**config.mk**
```make
export PLATFORM = sky130hd
export DESIGN_NAME = mastermind_scorer_flat
export DESIGN_NICKNAME = d
export VERILOG_FILES = /design/src/rtl/mastermind_scorer_if.sv /design/src/rtl/mastermind_scorer.sv /design/src/flat_wrapper.sv
export SDC_FILE = /design/constraint.sdc
export NUM_CORES = 1
export LEC_CHECK = 0
export BUFFER_PORTS_ARGS = -buffer_cell sky130_fd_sc_hd__buf_2
export CELL_PAD_IN_SITES_DETAIL_PLACEMENT = 2
export CELL_PAD_IN_SITES_GLOBAL_PLACEMENT = 2
export CORE_AREA = 8 8 113 115
export CTS_BUF_LIST = sky130_fd_sc_hd__clkbuf_8
export DETAILED_ROUTE_END_ITERATION = 7
export DIE_AREA = 0 0 121 123
export PLACE_DENSITY = 0.95
export SYNTH_ARGS = -nofsm -noshare
export SYNTH_HDL_FRONTEND = slang
export SYNTH_SLANG_ARGS = --single-unit
export TNS_END_PERCENT = 100
```
**constraint.sdc**
```tcl
create_clock -name Clk -period 7.35 [get_ports Clk]
set_input_delay 0.735 -clock Clk [delete_from_list [all_inputs] [get_ports Clk]]
set_output_delay 0.735 -clock Clk [all_outputs]
set_load 0.05 [all_outputs]
```
**src/rtl/mastermind_scorer_if.sv**
```systemverilog
// Guess/score handshake between the game FSM core (master) and the Mastermind scorer (slave).
interface mastermind_scorer_if #(
   parameter int N_PEGS  = 4,
   parameter int COLOR_W = 3,
   parameter int CNT_W   = 3
);
   logic                      guess_valid;
   logic                      guess_ready;
   logic [N_PEGS*COLOR_W-1:0] guess;
   logic [N_PEGS*COLOR_W-1:0] answer;
   logic [2:0]                guess_num;
   logic                      score_valid;
   logic [CNT_W-1:0]          exact_cnt;
   logic [CNT_W-1:0]          partial_cnt;
   logic                      win;

   modport master (
      output guess_valid, guess, answer, guess_num,
      input  guess_ready, score_valid, exact_cnt, partial_cnt, win
   );

   modport slave (
      input  guess_valid, guess, answer, guess_num,
      output guess_ready, score_valid, exact_cnt, partial_cnt, win
   );
endinterface

```
**src/rtl/mastermind_scorer.sv**
```systemverilog
// Iterative Mastermind scorer: exact hits, then colour-only hits, plus a per-row feedback history.
// Optional macro SCORER_EARLY_WIN_EN skips the colour-only pass when every peg matched exactly.
module mastermind_scorer #(
   parameter int N_PEGS  = 4,
   parameter int COLOR_W = 3,
   parameter int N_ROWS  = 6,
   parameter int CNT_W   = 3
) (
   input  logic                      Clk,
   input  logic                      Reset_n,
   mastermind_scorer_if.slave        bus,
   input  logic                      clear_hist,
   output logic [N_ROWS*2*CNT_W-1:0] hist_flat
);
   localparam int IDX_W = (N_PEGS > 1) ? $clog2(N_PEGS) : 1;
   localparam int ROW_W = 2 * CNT_W;
   localparam logic [IDX_W-1:0] LAST_IDX = IDX_W'(N_PEGS - 1);

   typedef enum logic [1:0] {IDLE, EXACT, PARTIAL, DONE} state_t;

   state_t                    state, state_d;
   logic [N_PEGS*COLOR_W-1:0] g_reg, a_reg;
   logic [2:0]                num_reg;
   logic [N_PEGS-1:0]         gm, gm_d, am, am_d;
   logic [IDX_W-1:0]          i_idx, i_d, j_idx, j_d;
   logic [CNT_W-1:0]          exact_w, exact_d, partial_w, partial_d;
   logic [COLOR_W-1:0]        g_peg, a_peg_i, a_peg_j;

   assign g_peg   = g_reg[i_idx*COLOR_W +: COLOR_W];
   assign a_peg_i = a_reg[i_idx*COLOR_W +: COLOR_W];
   assign a_peg_j = a_reg[j_idx*COLOR_W +: COLOR_W];

   always_ff @(posedge Clk or negedge Reset_n) begin
      if (!Reset_n) begin
         state     <= IDLE;
         gm        <= '0;
         am        <= '0;
         i_idx     <= '0;
         j_idx     <= '0;
         exact_w   <= '0;
         partial_w <= '0;
         g_reg     <= '0;
         a_reg     <= '0;
         num_reg   <= '0;
      end else begin
         state     <= state_d;
         gm        <= gm_d;
         am        <= am_d;
         i_idx     <= i_d;
         j_idx     <= j_d;
         exact_w   <= exact_d;
         partial_w <= partial_d;
         if (state == IDLE && bus.guess_valid) begin
            g_reg   <= bus.guess;
            a_reg   <= bus.answer;
            num_reg <= bus.guess_num;
         end
      end
   end

   // One peg pair is examined per cycle; the match flags keep each peg from being counted twice.
   always_comb begin
      state_d         = state;
      gm_d            = gm;
      am_d            = am;
      i_d             = i_idx;
      j_d             = j_idx;
      exact_d         = exact_w;
      partial_d       = partial_w;
      bus.guess_ready = 1'b0;
      bus.score_valid = 1'b0;
      case (state)
         IDLE: begin
            bus.guess_ready = 1'b1;
            if (bus.guess_valid) begin
               state_d   = EXACT;
               gm_d      = '0;
               am_d      = '0;
               i_d       = '0;
               j_d       = '0;
               exact_d   = '0;
               partial_d = '0;
            end
         end
         EXACT: begin
            if (g_peg == a_peg_i && g_peg != '0) begin
               gm_d[i_idx] = 1'b1;
               am_d[i_idx] = 1'b1;
               exact_d     = exact_w + CNT_W'(1);
            end
            if (i_idx == LAST_IDX) begin
               i_d = '0;
               j_d = '0;
`ifdef SCORER_EARLY_WIN_EN
               state_d = (exact_d == CNT_W'(N_PEGS)) ? DONE : PARTIAL;
`else
               state_d = PARTIAL;
`endif
            end else begin
               i_d = i_idx + IDX_W'(1);
            end
         end
         PARTIAL: begin
            if (!gm[i_idx] && !am[j_idx] && g_peg == a_peg_j && g_peg != '0) begin
               gm_d[i_idx] = 1'b1;
               am_d[j_idx] = 1'b1;
               partial_d   = partial_w + CNT_W'(1);
            end
            if (j_idx == LAST_IDX) begin
               j_d = '0;
               if (i_idx == LAST_IDX) state_d = DONE;
               else                   i_d = i_idx + IDX_W'(1);
            end else begin
               j_d = j_idx + IDX_W'(1);
            end
         end
         DONE: begin
            bus.score_valid = 1'b1;
            state_d         = IDLE;
         end
         default: state_d = IDLE;
      endcase
   end

   // Results are loaded on the edge into DONE so they are already valid alongside score_valid.
   always_ff @(posedge Clk or negedge Reset_n) begin
      if (!Reset_n) begin
         bus.exact_cnt   <= '0;
         bus.partial_cnt <= '0;
         bus.win         <= 1'b0;
         hist_flat       <= '0;
      end else begin
         if (state_d == DONE) begin
            bus.exact_cnt   <= exact_d;
            bus.partial_cnt <= partial_d;
            bus.win         <= (exact_d == CNT_W'(N_PEGS));
         end
         for (int r = 0; r < N_ROWS; r++) begin
            if (clear_hist)
               hist_flat[r*ROW_W +: ROW_W] <= '0;
            else if (state == DONE && int'(num_reg) == r)
               hist_flat[r*ROW_W +: ROW_W] <= {partial_w, exact_w};
         end
      end
   end
endmodule

```
**src/flat_wrapper.sv**
```systemverilog
// flat-port wrapper written by rule: the top's interface ports become plain ports
module mastermind_scorer_flat 
#(
   parameter int N_PEGS  = 4,
   parameter int COLOR_W = 3,
   parameter int N_ROWS  = 6,
   parameter int CNT_W   = 3
)
  (Clk, Reset_n, clear_hist, hist_flat, bus_guess_valid, bus_guess, bus_answer, bus_guess_num, bus_guess_ready, bus_score_valid, bus_exact_cnt, bus_partial_cnt, bus_win);
  mastermind_scorer_if #(.N_PEGS(N_PEGS), .COLOR_W(COLOR_W), .CNT_W(CNT_W)) bus_i ();
  input  logic Clk;
  input  logic Reset_n;
  input  logic clear_hist;
  output logic [N_ROWS*2*CNT_W-1:0] hist_flat;
  input wire logic [$bits(bus_i.guess_valid)-1:0] bus_guess_valid;
  input wire logic [$bits(bus_i.guess)-1:0] bus_guess;
  input wire logic [$bits(bus_i.answer)-1:0] bus_answer;
  input wire logic [$bits(bus_i.guess_num)-1:0] bus_guess_num;
  output wire logic [$bits(bus_i.guess_ready)-1:0] bus_guess_ready;
  output wire logic [$bits(bus_i.score_valid)-1:0] bus_score_valid;
  output wire logic [$bits(bus_i.exact_cnt)-1:0] bus_exact_cnt;
  output wire logic [$bits(bus_i.partial_cnt)-1:0] bus_partial_cnt;
  output wire logic [$bits(bus_i.win)-1:0] bus_win;
  assign bus_i.guess_valid = bus_guess_valid;
  assign bus_i.guess = bus_guess;
  assign bus_i.answer = bus_answer;
  assign bus_i.guess_num = bus_guess_num;
  assign bus_guess_ready = bus_i.guess_ready;
  assign bus_score_valid = bus_i.score_valid;
  assign bus_exact_cnt = bus_i.exact_cnt;
  assign bus_partial_cnt = bus_i.partial_cnt;
  assign bus_win = bus_i.win;
  mastermind_scorer #(.N_PEGS(N_PEGS), .COLOR_W(COLOR_W), .N_ROWS(N_ROWS), .CNT_W(CNT_W)) u_core (.Clk(Clk), .Reset_n(Reset_n), .bus(bus_i), .clear_hist(clear_hist), .hist_flat(hist_flat));
endmodule
```
* Yosys cells after proc, flatten, opt, wreduce, memory -nomap -nowiden
Index checks and enable logic that the tools add are counted.
** Cells by class
- Add/subtract/negate cells :: 4
- Multiply operators :: 2
- Order comparisons :: 4
- Eq/ne operators :: 20
- Shift-type cells :: 3
- Muxes and demuxes :: 48
- Bitwise logic cells :: 3
- Reduce and logical (&&, ||, !) cells :: 28
** Operators by type and width (number)
- 6-bit two-way mux :: 12
- 12-bit by 5-bit indexed part select with 3-bit output :: 3
- 4-bit case mux with 3 select lines :: 2
- 2-bit two-way mux :: 10
- 4-bit two-way mux :: 5
- 3-bit == test (second input constant) :: 5
- 1-bit logical AND :: 13
- 3-bit two-way mux :: 4
- 4-bit bitwise OR :: 3
- 2-bit case mux with 3 select lines :: 2
- 3-bit case mux with 2 select lines :: 2
- 2-bit nonzero test :: 6
- 2-bit == test (second input constant) :: 5
- 2-bit by 2-bit multiplier with 4-bit output (second input constant) :: 2
- 2-bit by 1-bit inequality test with 1-bit output (second input constant) :: 4
- 2-bit case mux with 4 select lines :: 1
- 4-bit AND reduction :: 2
- 3-bit by 1-bit adder with 3-bit output (second input constant) :: 2
- 3-bit == test :: 2
- 2-bit by 3-bit < comparator with 1-bit output (second input constant) :: 2
- 1-bit two-way mux :: 6
- 3-bit nonzero test :: 2
- 2-bit by 1-bit adder with 2-bit output (second input constant) :: 2
- 1-bit binary-select mux with 2-bit select :: 2
- other kinds (9) :: 13
** Word-level totals
- Register bits :: 90

* Longest topological paths before layout
Gate-level depths: netlist of the first run.
- Depth after elaboration :: 8
- Depth in mapped cells :: 10
- Mapped depth without buffers :: 8

* Worst setup path before layout of the first run
No wires, ideal clock.
- Path kind :: register to register
- Start :: register u_core.j_idx[0]
- End :: register u_core.bus.partial_cnt[1]
- Arrival time :: 2579 ps
- Data required time :: 7230 ps
- Setup slack :: 4652 ps
- Cell stages (with the launch flop) :: 8
- Path buffers :: 1
- Period minus slack after synthesis :: 2698 ps
- Path through :: dfrtp_1 -> clkbuf_1 -> mux4_2 -> xor2_1 -> or4_4 -> nor2_1 -> mux2_1 -> a31o_1
** On the way
- Word-level cells in the longest chain between the ends :: 8
- Elaborated cells on any way between the ends :: 15
** RTL lines
- start, declared :: line mastermind_scorer.sv:25 : logic [IDX_W-1:0] i_idx, i_d, j_idx, j_d;
- start signal, assigned :: line mastermind_scorer.sv:50 : j_idx <= j_d;
- branches (longest 8 deep; another with 2-bit by 2-bit multiplier with 4-bit output)
- end signal, assigned :: line mastermind_scorer.sv:135 : bus.partial_cnt <= partial_d;
- end, declared :: line mastermind_scorer_if.sv:24 : output guess_ready, score_valid, exact_cnt, partial_cnt, win
Several ways; the timed one is not identified. The select of a mux whose other input is x is not followed.
A chain may end at the register's enable or synchronous reset.

* Worst setup path after layout of the first run
- Start :: register u_core.i_idx[0]
- End :: register u_core.gm[2]
** On the way
- Word-level cells in the longest chain between the ends :: 8
- Elaborated cells on any way between the ends :: 25
** RTL lines
- start, declared :: line mastermind_scorer.sv:25
- start signal, assigned :: line mastermind_scorer.sv:49 : i_idx <= i_d;
- branches (longest 8 deep; another with 2-bit by 2-bit multiplier with 4-bit output)
- end signal, assigned :: line mastermind_scorer.sv:47 : gm <= gm_d;
- end, declared :: line mastermind_scorer.sv:24 : logic [N_PEGS-1:0] gm, gm_d, am, am_d;
Several ways; the timed one is not identified. The select of a mux whose other input is x is not followed.

==> out/summary.txt, run 1 <==
Status: completed
Via density: 5.50
Maximum fanout along the worst path: 10
Leak Pwr: 0.00239 µW
Critical Path AT: 3.52 ns
Max_slew headroom: 15.6%
Setup WS post-layout: 4.06 ns
Cells after Synth: 365
Netlist cell types: 50
Max Buffers Root-to-Sink: 2
Max reg flops: 36
Antenna cells: 0
Path depth of the worst reg2reg path: 6
Slew Viols, Final: 0
WP data required: 7.58 ns
Hpwl dp: 9250 µm
Pwr Density: 384 nW/µm²
Worst-path clk slew: 0.08 ns
Clk root buf: clkbuf_8
Async SR Flop Fraction: 100%
Max Cap Viol: 0
I/O Pins: 76
Iter 0 DRT Violations: 131
Die area: 14900 µm²
Initial antenna violation count: 0
CTS Buf Count: 9
Setup TNS: 0 ns
Top cell type's share of synthesized area: 51.3%
Peak VDD IR: 167 µV
Critical Path Start: u_core.i_idx[0]$_DFFE_PN0P_
Largest net degree at the start of global routing: 91
Ys Warns: 0
Area contributors post-synth: dfrtp_1 51%, mux2i_1 8.2%, mux2_2 7.7%
R2R Setup Slk: 4.06 ns
Clk_skew: 0.0123 ns
Clk sinks: 90
Critical path type: reg2reg
Setup fix buffers added after clock tree synthesis: 0
Clock latency on the worst-skew pair: 0.36 ns
Post-route ant nets: 0
Post-synth net total: 410
Rows: 39
DRC: 0
Vias post-DR: 3160
Power, Total: 1950 µW
GRT Total Usage: 18.2%
Area Overhead vs Synth: 15.5%
Top FF cell, synth: dfrtp_1
Sequential share of power: 39.5%
Chip height: 123 µm
Core area: 11100 µm²
Post-synthesis sequential area ratio: 51.3%
Synth cell count leaders: 90 x dfrtp_1, 48 x nor2_1, 36 x mux2i_1
Drt first pass iters: 4
RSZ-0062 raised after global routing: no
Setup Viol. Count Final: 0
CTS tree: done
Crit Reg-Reg Startpoint: u_core.i_idx[0]$_DFFE_PN0P_
Grt ovf: 0
Most frequent cell after synthesis: dfrtp_1
Initial Utilization: 39.7%
Crit share post-route: 44.8%
Worst slack at placement: 4.07 ns
Utilization after layout: 45.8%
Number of global-route vias before repair: 3768
Worst Tran Pin Value: 1.26 ns
CP Capture Type: flip-flop
Worst setup path end: u_core.gm[2]$_DFFE_PN0P_
Layout Nets: 473
Sw Ratio: 40.3%
Critical path launch point type: flip-flop
Worst Hold Class: reg2reg
Netlist Area Pre-Place: 4390 µm²
Final Hold Viols: 0
Share of cells above drive strength 1: 32.9%
CTS hold repair buffers: 0
Switching power total: 784 µW
Htree depth: 3
GPL Wtd Cong: 0.802
Synth area leader: dfrtp_1
Reg-to-Reg End: u_core.gm[2]$_DFFE_PN0P_
Internal Power: 1160 µW
Port bufs: 75
Routed WL per cell: 22.8 µm
Post-Route WL: 13100 µm
DIE WIDTH: 121 µm
Clock power share: 19.4%
Synth Area per Inst: 12.0 µm²
Yosys reg bits: 90
CTS resizes: 0
First-pass GRT wire length: 21000 µm
Post-synth EDFFs: 0
Combinational share of power: 41.1%
Final hold slack: 0.514 ns
Max frequency: 304 MHz
Min Tclk post-route: 3.29 ns
how the worst min path moves through the flow:
stage / startpoint / endpoint / slack (ns) / depth (start not counted)
2_1_floorplan: Reset_n / u_core.a_reg[0]$_DFFE_PN0P_ / 0.44 / 0
3_3_place_gp: u_core.bus.partial_cnt[0]$_DFFE_PN0N_ / u_core.bus.partial_cnt[0]$_DFFE_PN0N_ / 0.47 / 1
3_5_place_dp: u_core.bus.exact_cnt[0]$_DFFE_PN0N_ / u_core.bus.exact_cnt[0]$_DFFE_PN0N_ / 0.50 / 1
4_1_cts: u_core.bus.exact_cnt[0]$_DFFE_PN0N_ / u_core.bus.exact_cnt[0]$_DFFE_PN0N_ / 0.52 / 1
5_1_grt: u_core.bus.partial_cnt[0]$_DFFE_PN0N_ / u_core.bus.partial_cnt[0]$_DFFE_PN0N_ / 0.53 / 1
6_report: u_core.bus.exact_cnt[0]$_DFFE_PN0N_ / u_core.bus.exact_cnt[0]$_DFFE_PN0N_ / 0.51 / 1
cell families after synthesis:
| kind of cell | share of synthesized area, % |
|---|---|
| simple gates | 10.5 |
| flops | 51.3 |
| mux | 22.0 |
| buf+inv | 3.67 |
| xor+xnor | 1.20 |
| fa+ha+maj | 3.99 |
| compound gates | 7.40 |
power by group through the flow:
stage | clock network (µW) | registers [µW] | logic (µW)
global placement | 0 | 757 | 730
finish | 377 | 769 | 800
global route | 403 | 786 | 863
CTS | 388 | 771 | 814
detailed placement | 0 | 777 | 793
floorplan | 0 | 733 | 608
metal layers:
metal	part of all wire (%)	global-route usage, %
met1	38	19.5
met2	55	34.3
met3	4.3	4.11
met4	2.3	7.03
met5	0	0
through the flow:
stage	cells	cell area (µm²)
after floorplan	365	4390
after global placement	560	4860
after detailed placement	560	4860
after CTS	575	5080
after global routing	575	5080
final	575	5080
cells in the final DEF, fill, tap and decap left out, drive strengths merged, types with 2 or more instances in the layout:
| master | instances |
|---|---|
| dfrtp | 90 |
| nor2b | 8 |
| a31oi | 2 |
| or4 | 2 |
| a31o | 2 |
| xor2 | 6 |
| nand3 | 5 |
| o21ai | 10 |
| buf | 77 |
| nor3b | 3 |
| nor2 | 48 |
| nor4 | 2 |
| a41oi | 5 |
| o21a | 3 |
| a21oi | 3 |
| nand4b | 3 |
| ha | 14 |
| mux2i | 36 |
| nand2 | 11 |
| a211oi | 6 |
| clkbuf | 10 |
| a22o | 2 |
| inv | 17 |
| mux2 | 32 |
| nor3 | 3 |
| mux4 | 11 |
| nand2b | 3 |
| o211ai | 3 |
| bufinv | 2 |
worst max-delay path, cell delays in order (launching register included):
cell	delay, ns
dfrtp_1	0.67
mux4_2	0.65
xor2_1	0.20
nor4_2	0.76
or2b_2	0.32
and4b_1	0.44
nor2_1	0.11
final cells by class:
class / count / area, µm²
clock buffer: 10 / 138
clock inverter: 5 / 77.6
multi-input combinational: 235 / 1980
timing repair buffer: 77 / 393
sequential: 90 / 2250
tap: 143 / 179
inverter: 15 / 56.3
fill: 1119 / 6000
No activity file was read; power rests on OpenSTA's default activity.
==> run 2, diff against run 1 <==
CORE_AREA = 8 8 122 124   (was 8 8 113 115)
DIE_AREA = 0 0 130 132   (was 0 0 121 123)
PLACE_DENSITY = 0.88   (was 0.95)
clock period = 3 ns   (was 7.35 ns; I/O delays follow)
==> out/summary.txt, run 2 (synthesis gave the netlist of run 1 again) <==
Setup fix buffers added after clock tree synthesis: 0
Routed WL per cell: 20.1 µm
Worst Tran Pin Value: 1.17 ns
Worst setup path end: u_core.bus.partial_cnt[1]$_DFFE_PN0N_
Top routing layer in use: met4
Post-route ant nets: 0
Post-Route WL: 12400 µm
Clk sinks: 90
Clk_skew: 0.0106 ns
CP Capture Type: flip-flop
Min Tclk post-route: 2.76 ns
Peak VDD IR: 542 µV
Area Overhead vs Synth: 18.2%
Wl on met1: 5070 µm
Critical path, cell by cell: mux4_2 > xor2_1 > or4_4 > nor2_1 > mux2_1 > a31o_1
Reg-to-Reg End: u_core.bus.partial_cnt[1]$_DFFE_PN0N_
Iter 0 DRT Violations: 138
Drt first pass iters: 4
Max_slew headroom: 21.8%
GRT Total Usage: 15.4%
Setup WS post-layout: 0.244 ns
Clock latency on the worst-skew pair: 0.39 ns
Critical Path AT: 3.04 ns
Largest net degree at the start of global routing: 91
Clk root buf: clkbuf_8
Share of cells above drive strength 1: 34.7%
Die area: 17200 µm²
Commonest non-fill, non-tap cell in the layout: dfrtp_1
Combinational share of power: 41.6%
Crit Reg-Reg Startpoint: u_core.i_idx[0]$_DFFE_PN0P_
Max Buffers Root-to-Sink: 2
Switching power total: 1900 µW
Initial Utilization: 33.9%
Antenna cells: 0
Slew Viols, Final: 0
Worst-path clk slew: 0.09 ns
Final hold slack: 0.125 ns
Internal Power: 2890 µW
Sequential share of power: 39.0%
Grt ovf: 0
CTS tree: done
Worst slack at placement: 0.140 ns
Commonest non-fill, non-tap cells in the layout: 89 x dfrtp_1, 74 x buf_2, 48 x nor2_1
Hpwl dp: 9140 µm
Htree depth: 3
WL met2: 6530 µm
Pwr Density: 923 nW/µm²
I/O Pins: 76
Max Cap Viol: 0
DRC: 0
Maximum fanout along the worst path: 6
Final Hold Viols: 0
First-pass GRT wire length: 20400 µm
Crit-path max cell delay: 0.61 ns
Initial antenna violation count: 0
R2R Setup Slk: 0.24 ns
Critical Path Start: u_core.i_idx[0]$_DFFE_PN0P_
Worst Hold Class: in2async
Max frequency: 363 MHz
Fillers: 1361
Routed met3 length: 619 µm
Sw Ratio: 39.7%
Rows: 42
Setup Viol. Count Final: 0
Utilization after layout: 40.0%
Setup TNS: 0 ns
Clock power share: 19.4%
Vias post-DR: 3108
DIE WIDTH: 130 µm
RSZ-0062 raised after global routing: no
Via density: 5.04
Port bufs: 75
CTS Buf Count: 9
Path depth of the worst reg2reg path: 6
Status: completed
Layout Nets: 483
Number of global-route vias before repair: 3632
GPL Wtd Cong: 0.774
Critical path launch point type: flip-flop
Critical path type: reg2reg
Leak Pwr: 0.00243 µW
Crit share post-route: 91.9%
CP max-delay cell: mux4_2
WP data required: 3.28 ns
Chip height: 132 µm
Max reg flops: 36
Core area: 13000 µm²
## run 2: how the worst min path moves through the flow
stage / cells past startpoint / startpoint / endpoint
2_1_floorplan: 0 / Reset_n / u_core.a_reg[0]$_DFFE_PN0P_
3_3_place_gp: 1 / u_core.bus.partial_cnt[0]$_DFFE_PN0N_ / u_core.bus.partial_cnt[0]$_DFFE_PN0N_
3_5_place_dp: 1 / u_core.bus.partial_cnt[0]$_DFFE_PN0N_ / u_core.bus.partial_cnt[0]$_DFFE_PN0N_
4_1_cts: 2 / bus_answer[5] / u_core.a_reg[5]$_DFFE_PN0P_
5_1_grt: 2 / bus_answer[2] / u_core.a_reg[2]$_DFFE_PN0P_
6_report: 1 / Reset_n / u_core.hist_flat[28]$_DFFE_PN0P_
## run 2: power groups by stage
stage / Clock (µW) / Combinational (µW) / Sequential (µW)
after floorplan: 0 / 1490 / 1800
after global placement: 0 / 1850 / 1850
after detailed placement: 0 / 1990 / 1890
after CTS: 961 / 2030 / 1870
after global routing: 997 / 2180 / 1920
final: 931 / 1990 / 1870
## run 2: critical path: cells and delay by family (launching register included)
kind            cells  cell delay [ns]
xor+xnor            1             0.19
mux                 2             0.98
simple gates        2             0.80
compound gates      1             0.21
flops               1             0.49
## run 2: per-stage QoR
step           total power (µW)  area (µm²)  std cells
2_1_floorplan              3290        4390        365
4_1_cts                    4870        5190        617
3_5_place_dp               3880        4980        603
6_report                   4790        5190        617
3_3_place_gp               3710        4980        603
5_1_grt                    5100        5190        617
## run 2: per-layer routing
metal  GRT usage, %  vias to the layer above
met5              0                        -
met3           4.37                       14
li1               -                     1422
met2           27.1                       65
met4           4.52                        0
met1           17.5                     1607
## run 2: final cells by class
type | count | area, µm² | area share (%)
sequential | 90 | 2250 | 43.4
multi-input combinational | 235 | 1980 | 38.1
timing repair buffer | 87 | 468 | 9.01
tap | 176 | 220 | 4.24
clock buffer | 10 | 138 | 2.65
clock inverter | 4 | 76.3 | 1.47
inverter | 15 | 56.3 | 1.08
## run 2: what timing repair did
| action | 4_1_cts | 5_1_grt |
|---|---|---|
| setup endpoints to repair | 0 | 1 |
| resized for setup | 0 | 1 |
| hold buffers | 0 | 0 |
==> run 3, diff against run 2 <==
CORE_AREA = 8 8 123 125   (was 8 8 122 124)
CTS_BUF_LIST = not set   (was sky130_fd_sc_hd__clkbuf_8)
CTS_CLUSTER_DIAMETER = 150   (was not set)
DIE_AREA = 0 0 131 133   (was 0 0 130 132)
PLACE_DENSITY = 0.87   (was 0.88)
==> out/summary.txt, run 3 (synthesis gave the netlist of run 1 again) <==
Status: completed
Final Hold Viols: 0
Commonest non-fill, non-tap cells in the layout: 90 x dfrtp_1, 74 x buf_2, 48 x nor2_1
Switching power total: 1970 µW
Chip height: 133 µm
Slew Viols, Final: 0
Multi-input logic area: 1980 µm²
Leak Pwr: 0.00248 µW
Critical path type: reg2reg
Initial antenna violation count: 0
CTS hold repair buffers: 0
Sw Ratio: 38.4%
Max Buffers Root-to-Sink: 2
Pwr Density: 968 nW/µm²
Routed WL per cell: 20.7 µm
Clock latency on the worst-skew pair: 0.36 ns
Path depth of the worst reg2reg path: 6
Internal Power: 3150 µW
Via density: 5.07
Maximum fanout along the worst path: 7
Max_slew headroom: 22.7%
Setup Viol. Count Final: 0
Crit share post-route: 93.2%
RSZ-0062 raised after global routing: no
Max reg flops: 36
Vias post-DR: 3126
Htree depth: 3
Drt first pass iters: 4
Clk sinks: 90
Critical Path AT: 3.04 ns
Post-Route WL: 12800 µm
Setup TNS: 0 ns
DRC: 0
Post-route ant nets: 0
Die area: 17400 µm²
Reg area: 2250 µm²
Grt ovf: 0
First-pass GRT wire length: 20700 µm
Worst-path clk slew: 0.06 ns
Area Overhead vs Synth: 20.3%
Layout Nets: 482
CP Capture Type: flip-flop
CTS resizes: 0
Clk_skew: 0.00668 ns
Fillers: 1350
CTS tree: done
CTS Buf Count: 9
Share of cells above drive strength 1: 34.5%
Largest net degree at the start of global routing: 91
GRT Total Usage: 15.7%
Initial Utilization: 33.6%
Clock power share: 23.9%
Commonest non-fill, non-tap cell in the layout: dfrtp_1
Combinational share of power: 39.3%
Port bufs: 75
Min Tclk post-route: 2.79 ns
Worst Tran Pin Value: 1.16 ns
Max Cap Viol: 0
Setup fix buffers added after clock tree synthesis: 0
Iter 0 DRT Violations: 139
Number of global-route vias before repair: 3710
GPL Wtd Cong: 0.784
Rows: 42
Clk root buf: clkbuf_16
Critical path launch point type: flip-flop
Antenna cells: 0
Max frequency: 358 MHz
Hpwl dp: 9450 µm
Sequential share of power: 36.8%
Worst Hold Class: in2async
Core area: 13100 µm²
DIE WIDTH: 131 µm
Peak VDD IR: 433 µV
WP data required: 3.24 ns
Final hold slack: 0.174 ns
I/O Pins: 76
==> run 3: worst paths after layout <==
kind / start / to / slack [ns]
min in group Clk: bus_answer[3] / u_core.a_reg[3]$_DFFE_PN0P_ / 0.18
worst max register to register: u_core.j_idx[0]$_DFFE_PN0P_ / u_core.bus.partial_cnt[1]$_DFFE_PN0N_ / 0.21
max in group asynchronous: Reset_n / u_core.a_reg[10]$_DFFE_PN0P_ / 2.08
worst max-delay path: u_core.j_idx[0]$_DFFE_PN0P_ / u_core.bus.partial_cnt[1]$_DFFE_PN0N_ / 0.21
worst min-delay path: Reset_n / u_core.hist_flat[24]$_DFFE_PN0P_ / 0.17
worst min register to register: u_core.g_reg[8]$_DFFE_PN0P_ / u_core.g_reg[8]$_DFFE_PN0P_ / 0.51
==> run 3: critical path, cell delays in order (launching register included) <==
cell and delay (ns):
dfrtp_1 0.56, mux4_2 0.56, xor2_1 0.15, or4_4 0.57
nor2_1 0.24, mux2_1 0.38, a31o_1 0.22
==> run 3: power groups by stage <==
stage | combinational, µW | sequential (µW) | clock [µW]
2_1_floorplan | 1490 | 1800 | 0
3_3_place_gp | 1860 | 1850 | 0
3_5_place_dp | 2010 | 1910 | 0
4_1_cts | 2040 | 1890 | 1260
5_1_grt | 2180 | 1930 | 1300
6_report | 2010 | 1880 | 1230
==> run 3: metrics by stage <==
stage | cell area, µm² | utilization [%] | worst slack [ns] | std cells | total power (µW)
floorplan | 4390 | - | 0.302 | 365 | 3290
global placement | 4970 | 38.0 | 0.343 | 602 | 3710
detailed placement | 4970 | 38.0 | 0.178 | 602 | 3920
CTS | 5290 | 40.4 | 0.158 | 617 | 5190
global route | 5290 | 40.4 | 0.0638 | 617 | 5410
finish | 5290 | 40.4 | 0.205 | 617 | 5120
==> run 3: metal layers <==
| layer | part of all wire (%) | wire length (µm) | up-vias | GRT usage, % |
|---|---|---|---|---|
| met2 | 54 | 6950 | 64 | 28.3 |
| met1 | 39 | 4960 | 1617 | 16.9 |
| met3 | 5.1 | 655 | 18 | 4.62 |
| met5 | 0 | 0 | - | 0 |
| met4 | 1.9 | 239 | 0 | 4.98 |
| li1 | - | - | 1427 | - |
==> run 3: final cells by class <==
type,instances,share of cell area [%]
flip-flops and latches,90,42.6
multi-input cells,235,37.5
repair buffers,86,8.71
clock buffers,10,4.52
well taps,176,4.16
clock inverters,5,1.49
inverters,15,1.06
